`src/rtl/fclass_sched.sv`:
```
// Round-robin arbiter in front of a shared single-precision classify datapath.
// The granted operand's class mask and owner id are held in a one-entry result register.
module fclass_sched #(
   parameter int NREQ     = 4,
   parameter int IDW      = $clog2(NREQ),
   parameter int XLEN     = 32,
   parameter int EXPWIDTH = 8,
   parameter int SIGWIDTH = 24
) (
   input  logic                            clk,
   input  logic                            rst,
   input  logic [NREQ-1:0]                 req_valid,
   input  logic [NREQ*(EXPWIDTH+SIGWIDTH)-1:0] req_data,
   output logic [NREQ-1:0]                 req_ready,
   output logic                            resp_valid,
   input  logic                            resp_ready,
   output logic [IDW-1:0]                  resp_id,
   output logic [XLEN-1:0]                 resp_class,
   output logic [15:0]                     issue_cnt
);

   localparam int OPW = EXPWIDTH + SIGWIDTH;
   localparam int FW  = SIGWIDTH - 1;

   typedef enum logic {EMPTY, FULL} state_t;

   state_t            state_reg, state_next;
   logic [IDW-1:0]    rr_ptr_reg, rr_ptr_next;
   logic [IDW-1:0]    id_reg, id_next;
   logic [XLEN-1:0]   class_reg, class_next;
   logic [15:0]       cnt_reg, cnt_next;

   logic [OPW-1:0]    operand [NREQ];
   logic [IDW:0]      pick_res;
   logic              grant_found;
   logic [IDW-1:0]    grant_idx;
   logic [NREQ-1:0]   grant;
   logic              can_accept;
   logic              accept;
   logic [9:0]        sel_class;

   for (genvar gi = 0; gi < NREQ; gi++) begin : g_split
      assign operand[gi] = req_data[gi*OPW +: OPW];
   end

   // First valid requester at or after ptr, wrapping around.
   function automatic logic [IDW:0] pick(input logic [NREQ-1:0] v, input logic [IDW-1:0] ptr);
      logic           found;
      logic [IDW-1:0] idx;
      logic [IDW-1:0] cand;
      int             pos;
      found = 1'b0;
      idx   = '0;
      for (int k = 0; k < NREQ; k++) begin
         pos = int'(ptr) + k;
         if (pos >= NREQ) pos = pos - NREQ;
         cand = IDW'(pos);
         if (!found && v[cand]) begin
            found = 1'b1;
            idx   = cand;
         end
      end
      return {found, idx};
   endfunction

   function automatic logic [9:0] classify(input logic [OPW-1:0] x);
      logic                sign;
      logic [EXPWIDTH-1:0] expo;
      logic [FW-1:0]       frac;
      logic                exp_max, exp_zero, frac_zero;
      logic [9:0]          m;
      sign      = x[OPW-1];
      expo      = x[OPW-2 -: EXPWIDTH];
      frac      = x[FW-1:0];
      exp_max   = &expo;
      exp_zero  = ~|expo;
      frac_zero = ~|frac;
      m = '0;
      if (exp_max && !frac_zero) begin
         if (frac[FW-1]) m[0] = 1'b1;
         else            m[1] = 1'b1;
      end else if (exp_max) begin
         if (sign) m[9] = 1'b1;
         else      m[2] = 1'b1;
      end else if (exp_zero && frac_zero) begin
         if (sign) m[6] = 1'b1;
         else      m[5] = 1'b1;
      end else if (exp_zero) begin
         if (sign) m[7] = 1'b1;
         else      m[4] = 1'b1;
      end else begin
         if (sign) m[8] = 1'b1;
         else      m[3] = 1'b1;
      end
      return m;
   endfunction

   assign pick_res    = pick(req_valid, rr_ptr_reg);
   assign grant_found = pick_res[IDW];
   assign grant_idx   = pick_res[IDW-1:0];
   assign grant       = grant_found ? (NREQ'(1) << grant_idx) : '0;
   assign can_accept  = (state_reg == EMPTY) || resp_ready;
   assign accept      = grant_found && can_accept;
   // rst gates ready so nothing looks accepted while the flops are held clear.
   assign req_ready   = rst ? '0 : (grant & {NREQ{can_accept}});
   assign sel_class   = classify(operand[grant_idx]);

   always_comb begin
      state_next  = state_reg;
      rr_ptr_next = rr_ptr_reg;
      id_next     = id_reg;
      class_next  = class_reg;
      cnt_next    = cnt_reg;
      if (accept) begin
         state_next  = FULL;
         rr_ptr_next = (grant_idx == IDW'(NREQ-1)) ? '0 : grant_idx + 1'b1;
         id_next     = grant_idx;
         class_next  = {{(XLEN-10){1'b0}}, sel_class};
         cnt_next    = cnt_reg + 16'd1;
      end else if (state_reg == FULL && resp_ready) begin
         state_next = EMPTY;
      end
   end

   always_ff @(posedge clk or posedge rst) begin
      if (rst) begin
         state_reg  <= EMPTY;
         rr_ptr_reg <= '0;
         id_reg     <= '0;
         class_reg  <= '0;
         cnt_reg    <= '0;
      end else begin
         state_reg  <= state_next;
         rr_ptr_reg <= rr_ptr_next;
         id_reg     <= id_next;
         class_reg  <= class_next;
         cnt_reg    <= cnt_next;
      end
   end

   assign resp_valid = (state_reg == FULL);
   assign resp_id    = id_reg;
   assign resp_class = class_reg;
   assign issue_cnt  = cnt_reg;

endmodule

```
`config.mk`:
```
export PLATFORM = sky130hd
export DESIGN_NAME = fclass_sched
export DESIGN_NICKNAME = d
export VERILOG_FILES = /design/src/rtl/fclass_sched.sv
export SDC_FILE = /design/constraint.sdc
export NUM_CORES = 1
export LEC_CHECK = 0
export ABC_AREA = 1
export CORE_ASPECT_RATIO = 1.4
export CORE_MARGIN = 8
export CORE_UTILIZATION = 34
export CTS_BUF_LIST = sky130_fd_sc_hd__clkbuf_8
export CTS_CLUSTER_DIAMETER = 80
export DETAILED_ROUTE_END_ITERATION = 8
export PLACE_DENSITY = 0.8
export REMOVE_ABC_BUFFERS = 1
export SYNTH_ARGS = -nofsm -noshare
export SYNTH_HDL_FRONTEND = slang
export SYNTH_SLANG_ARGS = --single-unit
```
`constraint.sdc`:
```
create_clock -name clk -period 2 [get_ports clk]
set_input_delay 0.4 -clock clk [delete_from_list [all_inputs] [get_ports clk]]
set_output_delay 0.4 -clock clk [all_outputs]
set_load 0.02 [all_outputs]
```
=== After elaboration in Yosys (flattened, before gate mapping) ===
Index checks and enable logic that the tools add are counted.

* Bits of input ports: 135
* Bits in registers: 31
* Output and inout port bits: 55
* Logic and storage cells: 89

* Bitwise operators: 3
* Order comparisons: 9
* Mux-type cells: 44
* Reductions and logical operators: 17
* Shift operators: 1
* Equal/unequal tests: 1
* Add/sub/neg operators: 9

{| class="wikitable"
|+ Operators by type and width
! kind !! number
|-
| binary-select mux 32 bit (select 2 bit) || 1
|-
| 2-to-1 mux 32 bit || 2
|-
| 2-to-1 mux 2 bit || 13
|-
| OR reduction 23 bit || 1
|-
| 2-to-1 mux 1 bit || 20
|-
| adder 16 x 1 -> 16 bit (second input constant) || 1
|-
| >= comparator 3 bit (second input constant) || 4
|-
| < comparator 2 x 3 -> 1 bit (second input constant) || 4
|-
| binary-select mux 1 bit (select 2 bit) || 4
|-
| 2-to-1 mux 4 bit || 2
|-
| 2-to-1 mux 8 bit || 1
|-
| AND reduction 8 bit || 1
|-
| OR reduction 8 bit || 1
|-
| subtractor 2 x 1 -> 2 bit (second input constant) || 4
|-
| logical AND 1 bit || 7
|-
| adder 2 x 2 -> 3 bit (second input constant) || 2
|-
| 2-to-1 mux 6 bit || 1
|-
| logical NOT 1 bit || 5
|-
| AND 4 bit || 1
|-
| << shifter 1 x 2 -> 4 bit (first input constant) || 1
|-
| adder 2 x 1 -> 3 bit (second input constant) || 1
|-
| >= comparator 2 x 3 -> 1 bit (second input constant) || 1
|-
| NOT 2 -> 3 bit || 1
|-
| adder 2 x 1 -> 2 bit (second input constant) || 1
|-
| 4 further kinds || 4
|}

=== Logic depth before layout (Yosys ltp) ===
* Depth after elaboration: 24
* Depth in mapped cells: 21
* Depth with buffers taken out: 20

=== Worst setup path before layout ===
OpenSTA, ideal clock, no wires.

* Kind: reg-to-output
* Start point: register rr_ptr_reg[0]
* End point: output req_ready[3]
* Path buffers: 2
* Slack: -0.293 ns
* Data required time: 1.600 ns
* Arrival: 1.893 ns
* Stages on the path, launching flop included: 15
* Cells stage by stage: dfrtp_1 -> buf_6 -> inv_8 -> nand2_1 -> nand3_1 -> nand2_2 -> nor2_4 -> nand3_1 -> nand3_1 -> nand2_2 -> inv_4 -> buf_6 -> ha_1 -> inv_1 -> nor2_1

* Longest elaborated chain between the ends: 18

{| class="wikitable"
|+ RTL lines
! element !! line !! text
|-
| start: declaration || 28 || <nowiki>logic [IDW-1:0] rr_ptr_reg, rr_ptr_next;</nowiki>
|-
| start signal: assignment || 134 || <nowiki>rr_ptr_reg <= rr_ptr_next;</nowiki>
|-
| branches (longest 13 deep; another with adder 2 x 1 -> 3 bit) || - ||
|-
| 2-to-1 mux 2 bit * || 58 || <nowiki>if (!found && v[cand]) begin</nowiki>
|-
| named net grant_idx[1] || 36 || <nowiki>logic [IDW-1:0] grant_idx;</nowiki>
|-
| << shifter 1 x 2 -> 4 bit * || 101 || <nowiki>assign grant = grant_found ? (NREQ'(1) << grant_idx) : '0;</nowiki>
|-
| 2-to-1 mux 4 bit * || 101 ||
|-
| AND 4 bit * || 105 || <nowiki>assign req_ready = rst ? '0 : (grant & {NREQ{can_accept}});</nowiki>
|-
| 2-to-1 mux 4 bit * || 105 ||
|-
| end: declaration || 14 || <nowiki>output logic [NREQ-1:0] req_ready,</nowiki>
|}

Mark *: on every way through the listed nets, which the timed path passes. The select of a mux whose other input is x is not followed.

=== Worst setup path in the final report ===
* Start point: register rr_ptr_reg[0]
* End point: output req_ready[1]

* Longest elaborated chain between the ends: 18

{| class="wikitable"
|+ RTL lines
! element !! line
|-
| branches (longest 15 deep; another with adder 2 x 1 -> 3 bit) || -
|-
| 2-to-1 mux 4 bit * || 101
|-
| AND 4 bit * || 105
|-
| 2-to-1 mux 4 bit * || 105
|}

Every way passes the cells marked *. The select of a mux whose other input is x is not followed.

==> results.md <==
- Ranking of synthesized cells by area: dfrtp_1, nand2_1, nand3_1
- Initial Utilization: 0.3509
- Worst-Skew Late Latency: 0.28 ns
- CTS Buf Count: 5
- Final worst path period need: 2.610 ns
- Placer Congestion: 0.9038
- Fin Hold WS: 0.4831 ns
- Pin count of the biggest net entering global routing: 32
- Sw power: 4.404 mW
- Clock power frac: 0.070
- Die width: 93.74 um
- Reg power frac: 0.107
- Xor and xnor area share after synthesis: 0.03958
- Chip height: 124.8 um
- Sequential-to-total area share from yosys stat: 0.2697
- Yosys cell types: 33
- Antenna violations before repair: 1
- Ys async rst share: 1.000
- Part of the power in combinational logic: 0.824
- Detailed Route WL: 12.03 mm
- Core box area: 0.008198 sq mm
- Skew final: 0.008201 ns
- Synth area leader: dfrtp_1
- WL per Instance: 15.72 um
- Hold WC Path Type: reg2reg
- Failing checks: negative setup slack
- Final core utilization: 0.6763
- DR pass1 iterations: 4
- Rows: 39
- YS warnings: 0
- Leak Pwr: 2.645 nW
- Die ar.: 0.01170 sq mm
- Placed Area: 0.004717 sq mm
- Multiplexer area fraction after synthesis: 0
- Post-Synth Simple-Gate Area: 0.4872
- P&R area growth vs syn: 92.74%
- P_int: 4.519 mW
- Maximum root-to-sink buffer count: 2
- First-pass GRT wire length: 18.73 mm
- TritonCTS clock tree: built
- Worst Setup Start Kind: flip-flop
- RSZ-0062 raised after global routing: yes
- Total power: 8.922 mW
- Post-synth EDFFs: 0
- Synth Flop Type: dfrtp_1
- Final instance area: 0.005544 sq mm
- Final hold vios: 0
- Max FFs per register: 16
- Synth top area share: 0.2697
- Via count: 3,704
- Kind of critical path: reg2out
- Synth Area in Adders: 0.02175
- H-tree depth: 2
- Most common cell in the synthesized netlist: nand2_1
- Pwr Density: 1609 mW/mm^2
- Final period utilization: 1.305
- Remaining global-route overflow: 0
- Synth Area in Compound Gates: 0.03088
- CTS Sinks: 31
- Dpl ws: -1.041 ns
- CTS root buffer: clkbuf_8
- Port bufs: 167
- Worst-path fanout max: 5
- Synth Cell Area: 0.002877 sq mm
- Peak Freq: 0.3831 GHz
- #FFs+latches synth: 31
- Status: complete, but fails checks
- Max IR drop VDD: 0.0009886 V
- Setup violations, final: 29
- Setup crit end kind: output port
- Total GRT Usage: 0.1955
- Vias in the first global route: 3,967
- Final ANT Viol Nets: 0
- Drt drc: 0
- Synth top cells by count: nand2_1, nand3_1, inv_1
- Layout Nets: 801
- Largest family of logic cells by synthesized area: simple AND/OR/NAND/NOR gates
- Synth Area per Inst: 6.508 sq um
- Cells after Synth: 442
- IO Pins: 190
- Post-DP HPWL: 9.216 mm
- Sw Ratio: 0.4936
- Required @ worst endpoint: 1.60 ns
- Slack of the critical path: -0.6101 ns
- Fin. max-slew vios: 0
- Worst-path clk slew: 0.06 ns
- Violation count after the first detailed-route iteration: 143
- Crit path DAT: 2.21 ns
- Routed vias/inst: 4.842
- FILL cells: 658
- Max-capacitance violation count: 0
- Share of layout cells above drive strength 1: 0.2538
[worst max-delay path, stage by stage, from the launching register on]
cell and delay, ns:
dfrtp_2 0.46, buf_12 0.16, clkinv_8 0.06, nand2_4 0.06, nand3_1 0.12, nand2_2 0.11, nand2_4 0.11, nand2_4 0.06
nand2_4 0.09, nand2_4 0.06, nor2_4 0.18, ha_2 0.20, inv_2 0.03, nor2_2 0.09, buf_4 0.14
[through the flow]
step	instances	setup TNS, ns
2_1_floorplan	428	-6.633
3_3_place_gp	726	-17.99
3_5_place_dp	726	-20.25
4_1_cts	758	-8.243
5_1_grt	765	-14.48
6_report	765	-10.62
[layer usage]
metal  vias up  GRT usage  share of wire
li1       1821          -              -
met1      1686     0.1822           0.33
met2       171     0.3733           0.55
met3        26    0.07057          0.097
met4         0    0.06092          0.026
met5         -          0              0
[path summary, 6_finish.rpt]
kind / start / end / slack [ns] / cells after the start
max: rr_ptr_reg[0]$_DFFE_PP0P_ / req_ready[1] / -0.61 / 14
min: resp_class[1]$_DFFE_PP0P_ / resp_class[1]$_DFFE_PP0P_ / 0.48 / 2
max reg2reg: rr_ptr_reg[0]$_DFFE_PP0P_ / issue_cnt[15]$_DFFE_PP0P_ / -0.51 / 18
min reg2reg: resp_class[1]$_DFFE_PP0P_ / resp_class[1]$_DFFE_PP0P_ / 0.48 / 2
max in group asynchronous: rst / rr_ptr_reg[0]$_DFFE_PP0P_ / 1.13 / 3
min in group asynchronous: rst / issue_cnt[11]$_DFFE_PP0P_ / 0.57 / 3
[layout by cell type, fill, tap and decap left out, types with 3 or more instances in the layout]
master / netlist / routed
nand3_4: 1 / 5
nand2_4: 2 / 15
clkdlybuf4s50_1: 0 / 159
nand3_2: 2 / 6
buf_12: 0 / 4
a21oi_1: 4 / 4
inv_2: 5 / 9
inv_1: 37 / 31
buf_4: 23 / 38
o21ai_0: 8 / 4
nor4_1: 20 / 20
conb_1: 1 / 22
ha_1: 5 / 3
nor2_2: 9 / 7
nand3_1: 44 / 36
dfrtp_1: 31 / 29
o21ai_1: 1 / 5
xor2_1: 6 / 6
nor2_1: 17 / 12
nand2_1: 169 / 129
nand2_2: 8 / 35
nor2_4: 2 / 9
nand4_1: 19 / 19
clkbuf_8: 0 / 6
inv_4: 1 / 4
buf_6: 4 / 14
buf_8: 0 / 3
xnor2_1: 7 / 7
[power by group through the flow]
| stage | clock (mW) | combinational, mW | sequential (mW) |
|---|---|---|---|
| 6_report | 0.623 | 7.35 | 0.950 |
| 3_5_place_dp | 0 | 5.30 | 0.959 |
| 3_3_place_gp | 0 | 5.18 | 0.949 |
| 2_1_floorplan | 0 | 3.07 | 1.07 |
| 5_1_grt | 0.674 | 8.08 | 0.971 |
| 4_1_cts | 0.643 | 6.65 | 0.946 |
[kinds of logic (layout without fill, tap and decap cells)]
kind of cell,Yosys count,after routing
DFF,31,31
and+or+nand+nor,297,297
other,1,23
buffers and inverters,79,278
xor gates and xnor gates,13,13
adders and majority gates,5,5
AOI/OAI and AO/OA,16,16
[layout make-up]
type                       instances  area (sq um)  area share
timing repair inverter             1         6.256    0.001128
timing repair buffer             225          2280      0.4112
inverter                          44         185.2     0.03340
sequential                        31         778.2      0.1404
multi-input combinational        353          2047      0.3692
tap                              102         127.6     0.02302
clock buffer                       6         82.58     0.01490
clock inverter                     2         35.03    0.006319
antenna                            1         2.502   0.0004514
[timing repair]
| item | CTS | global route |
|---|---|---|
| gates cloned | 2 | 3 |
| pin swaps | 25 | 25 |
| hold endpoints to repair | 0 | 0 |
| hold buffers | 0 | 0 |
| resized for setup | 97 | 51 |
| setup buffers | 24 | 5 |
| endpoints found under the setup margin | 34 | 34 |
(Power assumes the default switching activity.)
